--- src/rtl/fifo_burst_reader_if.sv ---
// FIFO read port plus the valid/ready output stream of fifo_burst_reader.
// The master side is the burst reader; the slave side is the FIFO and the consumer.
interface fifo_burst_reader_if #(
    parameter int DATA_WIDTH = 4
);
    logic                  fifo_empty;
    logic                  fifo_rd_en;
    logic [DATA_WIDTH-1:0] fifo_rd_data;
    logic                  out_valid;
    logic [DATA_WIDTH-1:0] out_data;
    logic                  out_ready;

    modport master (
        input  fifo_empty, fifo_rd_data, out_ready,
        output fifo_rd_en, out_valid, out_data
    );

    modport slave (
        output fifo_empty, fifo_rd_data, out_ready,
        input  fifo_rd_en, out_valid, out_data
    );
endinterface

--- src/rtl/fifo_burst_reader.sv ---
// Burst read controller: pulls a programmed number of words from a FIFO with one-cycle
// read latency and streams them out through a 2-entry skid buffer, then pulses done.
module fifo_burst_reader #(
    parameter int DATA_WIDTH = 4,
    parameter int LEN_BITS   = 4
) (
    input  logic                i_clk,
    input  logic                i_reset,
    input  logic                i_start,
    input  logic [LEN_BITS-1:0] i_burst_len,
    output logic                o_busy,
    output logic                o_done,
    output logic [LEN_BITS-1:0] o_count,
    fifo_burst_reader_if.master bus
);
    typedef enum logic [1:0] {S_IDLE, S_READ, S_DONE} state_t;

    state_t                r_state, w_next;
    logic [LEN_BITS-1:0]   r_len_q, r_issued, r_count;
    logic                  r_inflight;
    logic [DATA_WIDTH-1:0] r_mem [2];
    logic                  r_wr_ptr, r_rd_ptr;
    logic [1:0]            r_occ;
    logic                  w_pop, w_credit_ok, w_rd_en, w_accept, w_last;

    assign w_pop = bus.out_valid && bus.out_ready;
    // credit > 0, rearranged as occ + inflight < 2 + pop so it stays unsigned
    assign w_credit_ok = ({1'b0, r_occ} + {2'b00, r_inflight}) < (3'd2 + {2'b00, w_pop});
    assign w_rd_en  = !i_reset && (r_state == S_READ) && !bus.fifo_empty
                      && (r_issued < r_len_q) && w_credit_ok;
    assign w_accept = (r_state == S_IDLE) && i_start;
    assign w_last   = w_pop && ((r_count + LEN_BITS'(1)) == r_len_q);

    always_comb begin
        w_next = r_state;
        unique case (r_state)
            S_IDLE:  if (i_start) w_next = (i_burst_len != '0) ? S_READ : S_DONE;
            S_READ:  if (w_last) w_next = S_DONE;
            S_DONE:  w_next = S_IDLE;
            default: w_next = S_IDLE;
        endcase
    end

    always_ff @(posedge i_clk) begin
        if (i_reset) begin
            r_state    <= S_IDLE;
            r_len_q    <= '0;
            r_issued   <= '0;
            r_count    <= '0;
            r_inflight <= 1'b0;
            r_mem[0]   <= '0;
            r_mem[1]   <= '0;
            r_wr_ptr   <= 1'b0;
            r_rd_ptr   <= 1'b0;
            r_occ      <= '0;
        end else begin
            r_state    <= w_next;
            r_inflight <= w_rd_en;
            if (w_accept) begin
                r_count  <= '0;
                r_issued <= '0;
                r_wr_ptr <= 1'b0;
                r_rd_ptr <= 1'b0;
                r_occ    <= '0;
                if (i_burst_len != '0) r_len_q <= i_burst_len;
            end else begin
                if (w_rd_en) r_issued <= r_issued + LEN_BITS'(1);
                // read data lands the cycle after the strobe
                if (r_inflight) begin
                    r_mem[r_wr_ptr] <= bus.fifo_rd_data;
                    r_wr_ptr        <= ~r_wr_ptr;
                end
                if (w_pop) begin
                    r_rd_ptr <= ~r_rd_ptr;
                    r_count  <= r_count + LEN_BITS'(1);
                end
                unique case ({r_inflight, w_pop})
                    2'b10:   r_occ <= r_occ + 2'd1;
                    2'b01:   r_occ <= r_occ - 2'd1;
                    default: r_occ <= r_occ;
                endcase
            end
        end
    end

    assign o_busy         = (r_state != S_IDLE);
    assign o_done         = (r_state == S_DONE);
    assign o_count        = r_count;
    assign bus.fifo_rd_en = w_rd_en;
    assign bus.out_valid  = (r_occ != 2'd0);
    assign bus.out_data   = r_mem[r_rd_ptr];
endmodule

--- src/flat_wrapper.sv ---
// flat-port wrapper written by rule: the top's interface ports become plain ports
module fifo_burst_reader_flat 
#(
    parameter int DATA_WIDTH = 4,
    parameter int LEN_BITS   = 4
)
  (i_clk, i_reset, i_start, i_burst_len, o_busy, o_done, o_count, bus_fifo_empty, bus_fifo_rd_data, bus_out_ready, bus_fifo_rd_en, bus_out_valid, bus_out_data);
  fifo_burst_reader_if #(.DATA_WIDTH(DATA_WIDTH)) bus_i ();
  input  logic i_clk;
  input  logic i_reset;
  input  logic i_start;
  input  logic [LEN_BITS-1:0] i_burst_len;
  output logic o_busy;
  output logic o_done;
  output logic [LEN_BITS-1:0] o_count;
  input wire logic [$bits(bus_i.fifo_empty)-1:0] bus_fifo_empty;
  input wire logic [$bits(bus_i.fifo_rd_data)-1:0] bus_fifo_rd_data;
  input wire logic [$bits(bus_i.out_ready)-1:0] bus_out_ready;
  output wire logic [$bits(bus_i.fifo_rd_en)-1:0] bus_fifo_rd_en;
  output wire logic [$bits(bus_i.out_valid)-1:0] bus_out_valid;
  output wire logic [$bits(bus_i.out_data)-1:0] bus_out_data;
  assign bus_i.fifo_empty = bus_fifo_empty;
  assign bus_i.fifo_rd_data = bus_fifo_rd_data;
  assign bus_i.out_ready = bus_out_ready;
  assign bus_fifo_rd_en = bus_i.fifo_rd_en;
  assign bus_out_valid = bus_i.out_valid;
  assign bus_out_data = bus_i.out_data;
  fifo_burst_reader #(.DATA_WIDTH(DATA_WIDTH), .LEN_BITS(LEN_BITS)) u_core (.i_clk(i_clk), .i_reset(i_reset), .i_start(i_start), .i_burst_len(i_burst_len), .o_busy(o_busy), .o_done(o_done), .o_count(o_count), .bus(bus_i));
endmodule
--- config.mk ---
export PLATFORM = sky130hd
export DESIGN_NAME = fifo_burst_reader_flat
export DESIGN_NICKNAME = d
export VERILOG_FILES = /design/src/rtl/fifo_burst_reader_if.sv /design/src/rtl/fifo_burst_reader.sv /design/src/flat_wrapper.sv
export SDC_FILE = /design/constraint.sdc
export NUM_CORES = 1
export LEC_CHECK = 0
export ABC_AREA = 1
export ABC_CLOCK_PERIOD_IN_PS = 1700
export CAP_MARGIN = 40
export CORE_UTILIZATION = 29
export CTS_CLUSTER_DIAMETER = 200
export CTS_CLUSTER_SIZE = 10
export DETAILED_ROUTE_END_ITERATION = 12
export PLACE_DENSITY = 0.55
export SYNTH_ARGS = -nofsm -noshare
export SYNTH_HDL_FRONTEND = slang
export SYNTH_SLANG_ARGS = --single-unit
--- constraint.sdc ---
create_clock -name i_clk -period 1.7 [get_ports i_clk]
set_clock_uncertainty 0.15 [all_clocks]
set_input_delay 0.34 -clock i_clk [delete_from_list [all_inputs] [get_ports i_clk]]
set_output_delay 0.34 -clock i_clk [all_outputs]
set_load 0.02 [all_outputs]
==> qor.yml <==
status: "complete, but fails checks"
violations: "negative setup slack"
fin_nets: 268
placement.io_buffers: 24
synth_nets: 199
antenna_cells: 0
cp_max_fo: 2
synth-edff-count: 8
slew_viol_final: 0
power.leakage_nw: 1.010
cts.root.buffer_cell: "clkbuf_8"
drv_cap: 0
layoutNonFillerInstCount: 313
dp_hpwl_um: 2427
antenna_found_initial: 0
setup_ws_ns: -0.2853
syn_area_mm2: 0.001439
clkLatencyLatePin_ns: 0.28
via_count: 1331
placement_rows: 25
grt_use_total: 0.1322
ctsHtreeMaxLevel: 1
syn_to_final_growth_pct: 57.56
yosys.area.top_type: "dfxtp_1"
vias_per_cell: 4.252
clk_pin_slew_worst_paths_ns: 0.10
first_iter_violations: 50
clock.fmax_mhz: 503.7
setup_viol: 2
grt_max_degree: 17
criticalPathCategory: "reg2out"
wl_um: 3180
ant_nets: 0
required_ns: 1.21
place_inst: 304
ir_drop_mv: 0.3488
min-delay-path-class: "reg2reg"
p_total_mw: 1.540
seq_area_frac_synth: 0.4452
async_flop_share: 0
cts_tree: "done"
wl_per_cell_um: 10.16
cts_buffers: 3
gp_congestion: 0.7568
cts_max_path_buffers: 2
setup_tns_ns: -0.2949
overflow: 0
first_pass_iters: 4
drc: 0
synth_cell_types: 24
end_kind: "output port"
worstMarginPinSlew_ns: 0.2460
period_share: 1.168
relSlewSlack: 0.8354
hold_viol: 0
ctsHoldBuffers: 0
yosys.area.top_type_share: 0.2783
regToRegSetupSlack_ns: -0.01
fin_area_mm2: 0.002267
synth_area_leaders: "dfxtp_1 (28%), edfxtp_1 (17%), nand2_1 (10%)"
ys_warn_count: 0
netlist_instances: 178
synth.avg_cell_area_um2: 8.084
ys_ff_latch: 28
rsz0062_at_grt: "yes"
core_mm2: 0.004755
synthFlopType: "dfxtp_1"
die_y_um: 72.44
cellPowerDensity_mw_per_mm2: 679.3
post-place-ws_ns: -0.7230
grt_pass1_wl_um: 5388
die_w_um: 72.44
pin_count: 25
start_util: 0.3026
place_area_mm2: 0.002033
cts_sinks: 28
grt_pass1_vias: 1203
cp_data_arrival_time_ns: 1.50
critPathLaunchType: "flip-flop"
drive_gt1_frac: 0.3862
period_needed_ns: 1.985
dieArea_mm2: 0.005248
## final timing paths
check / startpoint / end / cells past startpoint
setup reg to reg: u_core.r_occ[0] / u_core.r_occ[0] / 7
hold / removal: u_core.r_wr_ptr / u_core.r_wr_ptr / 2
hold reg to reg: u_core.r_wr_ptr / u_core.r_wr_ptr / 2
setup / recovery: u_core.r_inflight / bus_fifo_rd_en / 8
## layer usage
| metal | up-vias | routed length [um] | track usage | share of wire |
|---|---|---|---|---|
| met3 | 2 | 109 | 0.02778 | 0.034 |
| met4 | 0 | 17 | 0.03922 | 0.0053 |
| li1 | 706 | - | - | - |
| met2 | 18 | 1545 | 0.2233 | 0.49 |
| met5 | - | 0 | 0 | 0 |
| met1 | 605 | 1507 | 0.1695 | 0.47 |
## sequential cells by signal, summed over array words and instances, names as in the netlist, named ones only
name / flops
u_core.r_issued: 4
u_core.r_wr_ptr: 1
u_core.r_rd_ptr: 1
u_core.r_mem: 8
u_core.r_occ: 2
u_core.r_state: 2
u_core.r_inflight: 1
u_core.o_count: 4
u_core.r_len_q: 4
## area by class of cell
cell class,count,area [um^2]
inverters,27,110.1
repair buffers,64,533.0
fillers,482,2487
clock inverters,1,30.03
clock buffers,3,41.29
multi-input cells,123,818.3
flip-flops and latches,28,650.6
well taps,67,83.83
## cells in the mapped netlist (2+ instances only)
cell      instances
a21oi_1          16
dfxtp_1          20
edfxtp_1          8
ha_1              8
inv_1            26
mux2_2            4
nand2_1          40
nand2_4           2
nand3_1          13
nor2_1           19
nor2_2            4
o21ai_0           5
xnor2_1           2
## through the flow
stage	utilization	hold WS, ns
global route	0.4768	0.3764
global placement	0.4276	0.3190
floorplan	-	0.2591
finish	0.4768	0.3382
CTS	0.4587	0.3313
detailed placement	0.4276	0.3274
## critical path: stages (launching register included)
cell,delay (ns)
dfxtp_2,0.35
ha_4,0.16
ha_4,0.16
nor2_4,0.07
nand3_2,0.09
a21oi_4,0.16
nand2_4,0.08
clkinv_4,0.05
buf_6,0.10
## layout by cell type, fill, tap and decap left out, types with 5 or more instances in the layout
cell type	netlist	final
a21oi_1	16	12
inv_1	26	22
nor2_1	19	16
dfxtp_2	0	5
buf_4	0	39
nand2_1	40	37
buf_6	0	6
nand3_1	13	10
dfxtp_1	20	14
clkdlybuf4s50_1	0	11
edfxtp_1	8	8
## power breakdown
part	total [mW]	internal, mW	switching, mW
clock network	0.536	0.315	0.221
logic	0.286	0.145	0.141
registers	0.718	0.707	0.0109
total	1.54	1.17	0.373
## repair_timing
| item | 4_1_cts | 5_1_grt |
|---|---|---|
| endpoints found under the setup margin | 14 | 21 |
| gates cloned | 0 | 0 |
| gates resized for setup | 52 | 30 |
| pin swaps | 6 | 12 |
| buffers inserted | 3 | 3 |
## cells by family after synthesis
kind of cell / Yosys count / synth area share
AOI/OAI and AO/OA: 25 / 0.1000
xor gates and xnor gates: 3 / 0.01826
adders and majority gates: 8 / 0.06957
buffers and inverters: 27 / 0.07130
DFF: 28 / 0.4452
and+or+nand+nor: 83 / 0.2644
muxes: 4 / 0.03130
Note: power is estimated with default switching activity, not from simulation.
==> RTL change: new RTL, same flow settings <==
`DATA_WIDTH` is set to 4 in 3 places; all go to 6.
--- a/src/rtl/fifo_burst_reader_if.sv
+++ b/src/rtl/fifo_burst_reader_if.sv
@@ -1,7 +1,7 @@
 // FIFO read port plus the valid/ready output stream of fifo_burst_reader.
 // The master side is the burst reader; the slave side is the FIFO and the consumer.
 interface fifo_burst_reader_if #(
-    parameter int DATA_WIDTH = 4
+    parameter int DATA_WIDTH = 6
 );
     logic                  fifo_empty;
     logic                  fifo_rd_en;
--- a/src/rtl/fifo_burst_reader.sv
+++ b/src/rtl/fifo_burst_reader.sv
@@ -1,7 +1,7 @@
 // Burst read controller: pulls a programmed number of words from a FIFO with one-cycle
 // read latency and streams them out through a 2-entry skid buffer, then pulses done.
 module fifo_burst_reader #(
-    parameter int DATA_WIDTH = 4,
+    parameter int DATA_WIDTH = 6,
     parameter int LEN_BITS   = 4
 ) (
     input  logic                i_clk,
--- a/src/flat_wrapper.sv
+++ b/src/flat_wrapper.sv
@@ -1,7 +1,7 @@
 // flat-port wrapper written by rule: the top's interface ports become plain ports
 module fifo_burst_reader_flat 
 #(
-    parameter int DATA_WIDTH = 4,
+    parameter int DATA_WIDTH = 6,
     parameter int LEN_BITS   = 4
 )
   (i_clk, i_reset, i_start, i_burst_len, o_busy, o_done, o_count, bus_fifo_empty, bus_fifo_rd_data, bus_out_ready, bus_fifo_rd_en, bus_out_valid, bus_out_data);
Interface: changed (resized bus_fifo_rd_data and bus_out_data); port bits go from 25 to 29. No check against the original RTL was run, so the function may have changed too.
==> RTL change against the unedited design <==
The run still ends with negative setup slack left. Maximum frequency increased by 0.17%. Wire length increased by 6.3%. Design area increased by 5.6%. Total power increased by 8.4%. Setup slack improved by 0.0033 ns. Utilization decreased by 2.0 points. Synthesized area increased by 12%. Sequential cell count increased by 4. Cell count increased by 5.8%. Largest cell class unchanged.
==> RTL change: results (changes against the unedited design) <==
The wire length of the first global-routing pass came out at 5930 µm (was 5390 µm). The standard cell with the maximum stage delay on the critical path was dfxtp_2 (unchanged). The number of nets at the end of the flow is 283 (was 268). The worst-case vdd ir drop is 0.000476 V (was 0.000349 V). The synthesized area divided by synthesized cell count came out at 8.38 µm² (was 8.08 µm²). The placer's final routability congestion estimate came to 0.785 (was 0.757). The number of buffers created by CTS is 5 (was 3). The iteration count of the initial detailed-routing pass came out at 4 (unchanged). The number of distinct library cells after synthesis came to 25 (was 24). The portion of the post-synthesis area used by sequential elements came out at 47.1% (was 44.5%). The terminus of the critical flop-to-flop path is u_core.r_occ[0]$_SDFFE_PP0P_ (unchanged). Outcome: finished, violations left (unchanged). The worst-case hold slack came out at 0.328 ns (was 0.338 ns). The number of endpoints failing setup at the final stage came out at 2 (unchanged).

The largest net degree at the start of global routing came to 11 (was 17). The wire length per cell is 10.2 µm (about the same). The number of input and output port buffers inserted came out at 28 (was 24). The worst slack at placement was -0.743 ns (was -0.723 ns). The number of enable flip-flop cells after synthesis came out at 12 (was 8). Violated checks: negative setup slack (unchanged). Leading post-synthesis cells by cell area: dfxtp_1, edfxtp_1, nand2_1, inv_1, ha_1 (was dfxtp_1, edfxtp_1, nand2_1, ha_1, inv_1). The total negative slack is -0.286 ns (was -0.295 ns).

The leakage power summed over all cells was 1.07 nW (was 1.01 nW). The total nets after synthesis is 216 (was 199). The overall track demand over capacity in global routing came to 12.9% (was 13.2%). The cell area after placement came out at 2190 µm² (was 2030 µm²).

The number of placed cells counting well taps is 317 (was 304). The CTS clock-pin slew for the worst setup and hold paths came out at 0.07 ns (was 0.10 ns). The launch point of the worst hold path is u_core.r_rd_ptr$_SDFFE_PP0P_ (was u_core.r_wr_ptr$_SDFFE_PP0P_). The flip-flop count of the largest register, all copies and words added is 12 (was 8).

The worst-case register-to-register setup slack came out at 0.01 ns (was -0.01 ns). The share of layout cells above drive strength 1 is 32.2% (was 38.6%). The critical path endpoint is bus_fifo_rd_en (unchanged). The smallest setup slack after layout came out at -0.282 ns (was -0.285 ns). The power density of the placed cells is 697 nW/µm² (was 679 nW/µm²). Top cells by instance count after synthesis: nand2_1, inv_1, nor2_1, dfxtp_1, a21oi_1 (was nand2_1, inv_1, dfxtp_1, nor2_1, a21oi_1). The count of inserted antenna diode cells is 0 (unchanged).

In this design, the stage delay of the slowest critical-path cell is 0.34 ns. The detailed placement HPWL is 2520 µm (was 2430 µm). The number of antenna violations at the first check in global routing is 0 (unchanged). The first-iteration detailed-routing DRC count is 30 (was 50). The number of levels in the clock H-tree came out at 2 (was 1).

The endpoint arrival time on the critical path came out at around 1.5 ns. The total via count after detailed routing is 1433 (was 1331). The worst reg-to-reg path cell count is 7 (unchanged). The via count normalized by instance count came out at 4.33 (was 4.25). The clock root buffer was clkbuf_8 (unchanged). The slew at the pin closest to its max-slew limit is 0.241 ns (was 0.246 ns).
==> RTL change: power by group <==
part	internal, mW	switching (mW)
registers	0.819	0.0120
clock network	0.283	0.279
logic	0.133	0.142
total	1.24	0.433
==> RTL change: per-layer routing <==
metal,routed length [µm],track usage (%)
met2,1560,20.4
met3,171,3.10
met4,69,5.77
met5,0,0
met1,1580,16.5
==> RTL change: cell families after synthesis <==
kind of cell    synth area share [%]
compound gates                  8.44
mux                             4.18
xor+xnor                        1.63
simple gates                    25.0
fa+ha+maj                       6.19
buf+inv                         7.51
flops                           47.1
==> RTL change: cell type report <==
type,count,area [µm²]
clock buffers,6,72.6
clock inverters,2,11.3
fillers,547,2840
inverters,31,125
multi-input cells,129,826
flip-flops and latches,32,769
well taps,70,87.6
repair buffers,61,502
==> RTL change: repair_timing <==
| item | CTS | global route |
|---|---|---|
| resized for setup | 52 | 25 |
| gates cloned | 0 | 0 |
| pin swaps | 3 | 9 |
| setup endpoints to repair | 20 | 30 |
| setup buffers | 4 | 2 |
